==> src/rtl/lcd_pkg.sv <==
// Shared types, pin map and init table for the HD44780 command engine.
package lcd_pkg;

  typedef enum logic [2:0] {PWRUP, IDLE, SETUP, PULSE, HOLD, EXEC} state_t;

  // Bit positions inside the packed 32-bit LCD pin word.
  localparam int LCD_ON = 31;
  localparam int LCD_EN = 10;
  localparam int LCD_RS = 9;
  localparam int LCD_RW = 8;

  // Power-up sequence: 8-bit bus/2 lines, display on, clear, entry mode.
  localparam int INIT_LEN   = 4;
  localparam int INIT_SEL_W = $clog2(INIT_LEN);
  localparam int INIT_IDX_W = $clog2(INIT_LEN + 1);
  // NOTE: a constant table, not storage; it needs no reset and no write port.
  localparam logic [7:0] INIT_ROM [INIT_LEN] = '{8'h38, 8'h0C, 8'h01, 8'h06};

  // Clear (0x01) and home (0x02/0x03) are the slow commands: upper six bits zero.
  localparam logic [7:0] CLR_HOME_MASK = 8'hFC;

  function automatic logic is_clr_home(input logic rs, input logic [7:0] data);
    return !rs && ((data & CLR_HOME_MASK) == 8'h00) && (data[1:0] != 2'b00);
  endfunction

  function automatic int unsigned umax(input int unsigned a, input int unsigned b);
    return (a > b) ? a : b;
  endfunction

  // Pin word for a given phase; RW is tied low because the panel is write-only.
  function automatic logic [31:0] pack_pins(input state_t st, input logic rs,
                                            input logic [7:0] data);
    logic [31:0] pins;
    pins         = '0;
    pins[LCD_ON] = 1'b1;
    pins[LCD_RW] = 1'b0;
    if (st inside {SETUP, PULSE, HOLD, EXEC}) begin
      pins[LCD_RS] = rs;
      pins[7:0]    = data;
    end
    pins[LCD_EN] = (st == PULSE);
    return pins;
  endfunction

endpackage

==> src/rtl/lcd_cmd_engine_if.sv <==
// Write channel from the LSU into the LCD command engine (valid/ready).
interface lcd_cmd_engine_if;
  logic       wr_vld;
  logic       wr_rdy;
  logic       wr_rs;
  logic [7:0] wr_data;

  modport master (output wr_vld, wr_rs, wr_data, input wr_rdy);
  modport slave  (input wr_vld, wr_rs, wr_data, output wr_rdy);
endinterface

==> src/rtl/lcd_timer.sv <==
// Loadable down-counter that parks at zero; o_zero marks the last cycle of a phase.
module lcd_timer #(
  parameter int             W       = 8,
  parameter logic [W-1:0]   RST_VAL = '0
) (
  input  logic         i_clk,
  input  logic         i_reset,
  input  logic         i_load,
  input  logic [W-1:0] i_load_val,
  output logic         o_zero
);

  logic [W-1:0] count;

  // Reload on request, otherwise count down and stop at zero (never wraps).
  always_ff @(posedge i_clk) begin
    // NOTE: non-blocking assignments keep every flop updating from pre-edge values.
    if (i_reset)            count <= RST_VAL;
    else if (i_load)        count <= i_load_val;
    else if (count != '0)   count <= count - 1'b1;
  end

  assign o_zero = (count == '0);

endmodule

==> src/rtl/lcd_cmd_engine.sv <==
// HD44780 driver: power-up init, then one setup/EN-pulse/hold/execute cycle per write.
module lcd_cmd_engine
  import lcd_pkg::*;
#(
  parameter int unsigned T_PWRUP = 750000,
  parameter int unsigned T_SETUP = 2,
  parameter int unsigned T_EN    = 25,
  parameter int unsigned T_HOLD  = 2,
  parameter int unsigned T_CMD   = 2000,
  parameter int unsigned T_CLR   = 82000
) (
  input  logic                i_clk,
  input  logic                i_reset,
  lcd_cmd_engine_if.slave     wr,
  output logic                o_busy,
  output logic [31:0]         o_io_lcd
);

  localparam int unsigned T_MAX = umax(umax(umax(T_PWRUP, T_SETUP), umax(T_EN, T_HOLD)),
                                       umax(T_CMD, T_CLR));
  localparam int CW = $clog2(T_MAX) + 1;

  // Each phase loads N-1 so that it lasts exactly N cycles.
  localparam logic [CW-1:0] LD_PWRUP = CW'(T_PWRUP - 1);
  localparam logic [CW-1:0] LD_SETUP = CW'(T_SETUP - 1);
  localparam logic [CW-1:0] LD_EN    = CW'(T_EN - 1);
  localparam logic [CW-1:0] LD_HOLD  = CW'(T_HOLD - 1);
  localparam logic [CW-1:0] LD_CMD   = CW'(T_CMD - 1);
  localparam logic [CW-1:0] LD_CLR   = CW'(T_CLR - 1);

  localparam logic [INIT_IDX_W-1:0] INIT_END = INIT_IDX_W'(INIT_LEN);

  state_t                  state;
  logic                    lat_rs;
  logic [7:0]              lat_data;
  logic [INIT_IDX_W-1:0]   init_idx;
  logic                    init_pending;
  logic                    accept;
  logic                    tmr_zero;
  logic                    tmr_load;
  logic [CW-1:0]           tmr_val;

  assign init_pending = (init_idx != INIT_END);
  assign accept       = wr.wr_vld && (state == IDLE);
  assign wr.wr_rdy    = (state == IDLE);
  assign o_busy       = (state != IDLE);

  lcd_timer #(.W(CW), .RST_VAL(LD_PWRUP)) u_timer (
    .i_clk      (i_clk),
    .i_reset    (i_reset),
    .i_load     (tmr_load),
    .i_load_val (tmr_val),
    .o_zero     (tmr_zero)
  );

  // Reload the timer with the length of whichever phase the FSM enters next.
  always_comb begin
    // NOTE: defaults first so no path through the case leaves a variable unassigned.
    tmr_load = 1'b0;
    tmr_val  = '0;
    unique case (state)
      PWRUP: if (tmr_zero) begin tmr_load = 1'b1; tmr_val = LD_SETUP; end
      IDLE:  if (accept)   begin tmr_load = 1'b1; tmr_val = LD_SETUP; end
      SETUP: if (tmr_zero) begin tmr_load = 1'b1; tmr_val = LD_EN;    end
      PULSE: if (tmr_zero) begin tmr_load = 1'b1; tmr_val = LD_HOLD;  end
      HOLD:  if (tmr_zero) begin
        tmr_load = 1'b1;
        tmr_val  = is_clr_home(lat_rs, lat_data) ? LD_CLR : LD_CMD;
      end
      EXEC:  if (tmr_zero && init_pending) begin tmr_load = 1'b1; tmr_val = LD_SETUP; end
      default: ;
    endcase
  end

  // Phase sequencing, byte latch and registered pin word (one cycle behind the state).
  always_ff @(posedge i_clk) begin
    if (i_reset) begin
      state    <= PWRUP;
      init_idx <= '0;
      lat_rs   <= 1'b0;
      lat_data <= '0;
      o_io_lcd <= '0;
    end else begin
      o_io_lcd <= pack_pins(state, lat_rs, lat_data);
      unique case (state)
        PWRUP: if (tmr_zero) begin
          lat_rs   <= 1'b0;
          lat_data <= INIT_ROM[0];
          init_idx <= INIT_IDX_W'(1);
          state    <= SETUP;
        end
        IDLE: if (accept) begin
          lat_rs   <= wr.wr_rs;
          lat_data <= wr.wr_data;
          state    <= SETUP;
        end
        SETUP: if (tmr_zero) state <= PULSE;
        PULSE: if (tmr_zero) state <= HOLD;
        HOLD:  if (tmr_zero) state <= EXEC;
        EXEC: if (tmr_zero) begin
          if (init_pending) begin
            lat_rs   <= 1'b0;
            lat_data <= INIT_ROM[init_idx[INIT_SEL_W-1:0]];
            init_idx <= init_idx + 1'b1;
            state    <= SETUP;
          end else begin
            state <= IDLE;
          end
        end
        default: state <= PWRUP;
      endcase
    end
  end

endmodule

==> src/flat_wrapper.sv <==
// flat-port wrapper written by rule: the top's interface ports become plain ports
module lcd_cmd_engine_flat import lcd_pkg::*;
#(
  parameter int unsigned T_PWRUP = 750000,
  parameter int unsigned T_SETUP = 2,
  parameter int unsigned T_EN    = 25,
  parameter int unsigned T_HOLD  = 2,
  parameter int unsigned T_CMD   = 2000,
  parameter int unsigned T_CLR   = 82000
)
  (i_clk, i_reset, o_busy, o_io_lcd, wr_wr_vld, wr_wr_rs, wr_wr_data, wr_wr_rdy);
  lcd_cmd_engine_if wr_i ();
  input  logic i_clk;
  input  logic i_reset;
  output logic o_busy;
  output logic [31:0] o_io_lcd;
  input wire logic [$bits(wr_i.wr_vld)-1:0] wr_wr_vld;
  input wire logic [$bits(wr_i.wr_rs)-1:0] wr_wr_rs;
  input wire logic [$bits(wr_i.wr_data)-1:0] wr_wr_data;
  output wire logic [$bits(wr_i.wr_rdy)-1:0] wr_wr_rdy;
  assign wr_i.wr_vld = wr_wr_vld;
  assign wr_i.wr_rs = wr_wr_rs;
  assign wr_i.wr_data = wr_wr_data;
  assign wr_wr_rdy = wr_i.wr_rdy;
  lcd_cmd_engine #(.T_PWRUP(T_PWRUP), .T_SETUP(T_SETUP), .T_EN(T_EN), .T_HOLD(T_HOLD), .T_CMD(T_CMD), .T_CLR(T_CLR)) u_core (.i_clk(i_clk), .i_reset(i_reset), .wr(wr_i), .o_busy(o_busy), .o_io_lcd(o_io_lcd));
endmodule
==> config.mk <==
export PLATFORM = sky130hd
export DESIGN_NAME = lcd_cmd_engine_flat
export DESIGN_NICKNAME = d
export VERILOG_FILES = /design/src/rtl/lcd_pkg.sv /design/src/rtl/lcd_cmd_engine_if.sv /design/src/rtl/lcd_timer.sv /design/src/rtl/lcd_cmd_engine.sv /design/src/flat_wrapper.sv
export SDC_FILE = /design/constraint.sdc
export NUM_CORES = 1
export LEC_CHECK = 0
export ABC_AREA = 0
export CORE_UTILIZATION = 35
export CTS_CLUSTER_DIAMETER = 100
export CTS_CLUSTER_SIZE = 16
export DETAILED_ROUTE_END_ITERATION = 8
export PLACE_DENSITY = 0.55
export RECOVER_POWER = 50
export SETUP_SLACK_MARGIN = 0.4
export SKIP_CTS_REPAIR_TIMING = 1
export SLEW_MARGIN = 30
export SYNTH_ARGS = -nofsm -noshare
export SYNTH_HDL_FRONTEND = slang
export SYNTH_HIERARCHICAL = 1
export SYNTH_SLANG_ARGS = --single-unit
==> constraint.sdc <==
create_clock -name i_clk -period 4.55 [get_ports i_clk]
set_input_delay 0.6825 -clock i_clk [delete_from_list [all_inputs] [get_ports i_clk]]
set_output_delay 0.6825 -clock i_clk [all_outputs]
set_load 0.005 [all_outputs]
# [After elaboration in Yosys (flattened, before gate mapping)]
# Cells that the tools add are included.
[classes] addsub=2 n_lt_le_gt_ge=1 eq_ne=14 n_mux=41 bitwise=2 n_reduce_logical=20
[op_table] operator="$pmux W21 S5" n=1
[op_table] operator="$mux W21" n=3
[op_table] operator="$mux W8" n=7
[op_table] operator="$mux W32" n=1
[op_table] operator="$mux W3" n=9
[op_table] operator="$pmux W8 S3" n=1
[op_table] operator="$logic_not A21 Y1" n=1
[op_table] operator="$reduce_bool A21 Y1" n=1
[op_table] operator="$sub A21 B1 Y21 const B" n=1
[op_table] operator="$pmux W3 S6" n=1
[op_table] operator="$mux W17" n=1
[op_table] operator="$bmux W8 S2" n=1
[op_table] operator="$ne A2 B1 Y1 const B" n=7
[op_table] operator="$mux W1" n=11
[op_table] operator="$logic_not A8 Y1" n=1
[op_table] operator="$eq A3 B2 Y1 const B" n=2
[op_table] operator="$eq A3 B3 Y1 const B" n=2
[op_table] operator="$pmux W1 S3" n=2
[op_table] operator="$pmux W3 S2" n=1
[op_table] operator="$reduce_and A6 Y1" n=1
[op_table] operator="$reduce_bool A2 Y1" n=3
[op_table] operator="$mux W5" n=1
[op_table] operator="$reduce_and A5 Y1" n=1
[op_table] operator="$logic_and A1 B1 Y1" n=4
[op_table] operator="other kinds (15)" n=16
[totals] regBits=68 input_bits=12 elab_cells=88

# [Longest topological paths before layout]
[logic_depth] word_depth=7 depth_mapped=16

# [Cells and area by module]
# Netlist, hierarchy kept.
[modules_own_cells] mod="lcd_cmd_engine" n_inst=1 cells_per_inst=169 area_each_um2=1496.4
[modules_own_cells] mod="lcd_timer" n_inst=1 cells_per_inst=142 area_each_um2=1207.4

# [Least setup slack after synthesis]
# Ideal clock, no wire load.
[synth_timing] path_type="reg-to-reg" from="reg u_core.u_timer.count[13]" to="reg u_core.u_timer.count[12]" setup_time_ns=0.119 t_arrival_ns=3.042 required_time_ns=4.431 setup_slack_ns=1.389 path_stages_with_launch=14 path_buffers=4 cell_sequence="dfxtp_1 -> or4_4 -> nor4_4 -> and2_1 -> buf_6 -> buf_2 -> nand2_1 -> o21ai_0 -> nand3_1 -> a31oi_1 -> clkbuf_1 -> clkbuf_1 -> nor2b_1 -> o21bai_1"
[synth_between] elab_chain_cells=5 word_cells_on_any_way=10 cone_classes="mux (6); reduce/logical (4)"
[synth_rtl] element="start, declared" line="lcd_timer.sv:13" source="logic [W-1:0] count;"
[synth_rtl] element="start signal, assigned" line="lcd_timer.sv:19" source="else if (i_load) count <= i_load_val;"
[synth_rtl] element="start signal, assigned" line="lcd_timer.sv:20" source="else if (count != '0) count <= count - 1'b1;"
[synth_rtl] element="$logic_not A21 Y1 *" line="lcd_timer.sv:23" source="assign o_zero = (count == '0);"
[synth_rtl] element="net u_core.tmr_zero" line="lcd_cmd_engine.sv:39" source="logic tmr_zero;"
[synth_rtl] element="$logic_and A1 B1 Y1" line="lcd_cmd_engine.sv:70" source="EXEC: if (tmr_zero && init_pending) begin tmr_load = 1'b1; tmr_val = LD_SETUP; end"
[synth_rtl] element="$mux W1" line="lcd_cmd_engine.sv:70"
[synth_rtl] element="$pmux W1 S3 *" line="lcd_cmd_engine.sv:61" source="unique case (state)"
[synth_rtl] element="net u_core.tmr_load" line="lcd_cmd_engine.sv:40" source="logic tmr_load;"
[synth_rtl] element="$mux W21 or $reduce_bool A2 Y1 (tied branches)"
# The timed path passes the listed nets; every way through them passes the cells marked *.
# A chain may end at the register's enable or synchronous reset.

# [Final worst setup path]
[layout_timing] from="reg u_core.u_timer.count[13]" to="reg u_core.u_timer.count[10]"
# Same word-level chain as after synthesis.

==> summary.txt <==
Synthesis
  – Largest cells by area after synthesis: dfxtp_1 35%, buf_4 6.1%, ha_1 3.7%
  – Yosys warns: 6
  – Mean area per synthesized cell: 8.69 sq um
  – Most frequent cells after synthesis: 47 x dfxtp_1, 22 x buf_4, 20 x nor2_1, 19 x a21oi_1
  – Distinct cells, synth: 58
  – FFs w/ async S/R, synth: 0%
  – Dominant cell type by area after synthesis: dfxtp_1
  – Post-synth EDFFs: 0
  – Number of synthesized register bits: 47
  – Mapped Cells: 311
  – Share of the synthesized area in the top cell type: 34.8%
  – Cell Area, Synth: 2700 sq um
  – Seq/Total Area, Yosys: 34.8%
  – Count leader, synth: dfxtp_1
  – Top FF cell, synth: dfxtp_1

Layout
  – Layout cells sized above 1: 5.62%
  – Post-route cell area: 3050 sq um
  – Utilization after layout: 41.4%
  – Filler Cell Count: 775
  – # nets final: 357
  – Syn-to-layout area delta: 12.9%
  – Multi-input combinational cell area: 1570 sq um
  – Final antenna diode count: 0
  – Register area: 941 sq um

Floorplan
  – Area of the die: 8080 sq um
  – Core Rows: 31
  – Initial core utilization: 36.7%
  – Core area: 7370 sq um
  – Die Width: 89.9 um
  – I/O pin count: 46
  – Die height: 89.9 um

Timing
  – Worst slew pin tran: 1.69 ns
  – Final Hold Viols: 0
  – Final setup viols: 0
  – Min cycle time layout: 3.73 ns
  – FMAX: 0.268 GHz
  – Slew HR: -12.6%
  – Final setup TNS: 0 ns
  – RSZ-0062 raised after global routing: false
  – Clock skew: 0.00793 ns
  – Part of the cycle the worst path needs: 81.9%
  – Pins Over Slew Limit: 38

Critical path
  – Crit end category: register
  – Critical path class: register to register
  – Worst path slowest cell: or4_4
  – Worst Path Arrival: 3.86 ns
  – CP Launch Type: register
  – Worst EP required: 4.68 ns
  – Slowest stage delay, CP: 0.59 ns
  – Worst-path maximum fanout: 27
  – Worst-path cell chain: or4_4 > nor4_4 > and2_0 > nand2_1 > o21ai_0 > nand3_1 > a31oi_2 > buf_4 > a211o_1 > o22ai_1

Global routing
  – All-layer global routing usage: 14.9%
  – Largest net degree at the start of global routing: 38
  – GR Overflow Total: 0
  – Antenna violations before repair: 0
  – Vias in the first global route: 2005
  – First-pass GRT wire length: 9800 um

Clock tree
  – Root Buffer: clkbuf_8
  – Bufs on Longest Clock Path: 2
  – Latest clock arrival within the worst-skew pair: 0.30 ns
  – H-tree levels: 2
  – Clock sinks: 47
  – Num CTS Buffers: 5
  – CTS tree: yes
  – Clk slew on worst S/H paths: 0.10 ns

Power and ir drop
  – LEAKAGE: 1.19 nW
  – Pwr/cell area: 253 nW/um^2
  – Maximum vdd ir drop: 118 uV

Place
  – Dpl cell area: 2950 sq um
  – Dpl hpwl: 4000 um
  – Port buffer count: 24
  – GP Congestion: 0.726

Drt
  – Post-route ant nets: 0
  – Drt pass-1 iters: 4
  – Routed vias/inst: 4.89
  – Via count: 2138
  – Residual DRC: 0
  – Initial detailed-routing violation count: 104
  – Final wirelength: 5640 um
  – Wire length per cell: 12.9 um

Status
  – Status: finished, violations left
  – Failing checks: max-capacitance violations, max-slew violations

Run
  – Max Cap Viol: 1

Worst hold path
  – Hold WC Path Type: register to register
sequential cells by signal (all words and copies together) (netlist names):
name and flops:
u_core/o_io_lcd 11, u_core/state 3, u_core/lat_rs 1, u_core/init_idx 3, u_core/u_timer/count 21, u_core/lat_data 8
path summary, 6_finish.rpt:
| check | cells past startpoint | slack (ns) | startpoint | endpoint |
|---|---|---|---|---|
| min reg2reg | 2 | 0.48 | u_core/init_idx[2] | u_core/init_idx[2] |
| max reg2reg | 10 | 0.82 | u_core/u_timer/count[13] | u_core/u_timer/count[10] |
| min | 2 | 0.48 | u_core/init_idx[2] | u_core/init_idx[2] |
| max | 10 | 0.82 | u_core/u_timer/count[13] | u_core/u_timer/count[10] |
final cells by class:
type | count | share of cell area (%)
multi-input combinational | 245 | 51.5
sequential | 47 | 30.8
timing repair buffer | 27 | 8.48
tap | 99 | 4.06
clock buffer | 5 | 2.25
clock inverter | 3 | 1.56
inverter | 11 | 1.35
where the power goes:
group          switching (W)  leakage [nW]  internal, W
registers         0.00000235         0.380     0.000414
logic              0.0000222         0.746    0.0000165
clock network       0.000152        0.0587     0.000167
placed cells by master, fill, tap and decap left out, drive strengths merged, types with 3 or more instances in the layout:
cell / count
nor2: 20
dfxtp: 47
xnor2: 8
inv: 11
clkdlybuf4s50: 12
and3: 3
a21oi: 19
nor3: 14
nand2b: 7
nand3b: 3
ha: 8
a221o: 4
conb: 30
nor3b: 3
a21o: 4
or4: 3
nand2: 13
or2: 3
o22ai: 4
o21a: 3
nand3: 10
xor2: 8
a41o: 3
dlygate4sd3: 12
o21ai: 10
and2: 11
or3: 5
nand4: 3
nor2b: 7
o31ai: 5
clkbuf: 6
a31oi: 3
mux2i: 8
nor4: 7
logic make-up after synthesis:
family	share of synthesized area, %
simple gates	24.2
other cells	0.139
buf+inv	11.1
flops	34.8
mux	2.96
xor+xnor	5.18
fa+ha+maj	3.70
compound gates	18.0
metrics by stage:
stage | setup WS [ns] | power (W) | instances | hold slack, ns
2_1_floorplan | 1.39 | 0.000460 | 340 | 0.445
3_3_place_gp | 1.12 | 0.000465 | 429 | 0.462
3_5_place_dp | 1.00 | 0.000465 | 429 | 0.471
4_1_cts | 0.988 | 0.000782 | 437 | 0.486
5_1_grt | 0.494 | 0.000810 | 437 | 0.507
6_report | 0.823 | 0.000774 | 437 | 0.483
critical path: cells and delay by family, from the launching register on:
family	cells	cell delay, ns
AND/OR/NAND/NOR	5	1.82
AO/OA/AOI/OAI	4	0.97
buffers and inverters	1	0.37
flip-flops	1	0.37
metal layers:
layer	up-vias	global-route usage [%]	part of all wire [%]
li1	1106	-	-
met5	-	0	0
met2	36	22.5	45
met3	2	3.30	2.3
met1	994	21.1	52
met4	0	4.17	0.74
(Power assumes the default switching activity.)
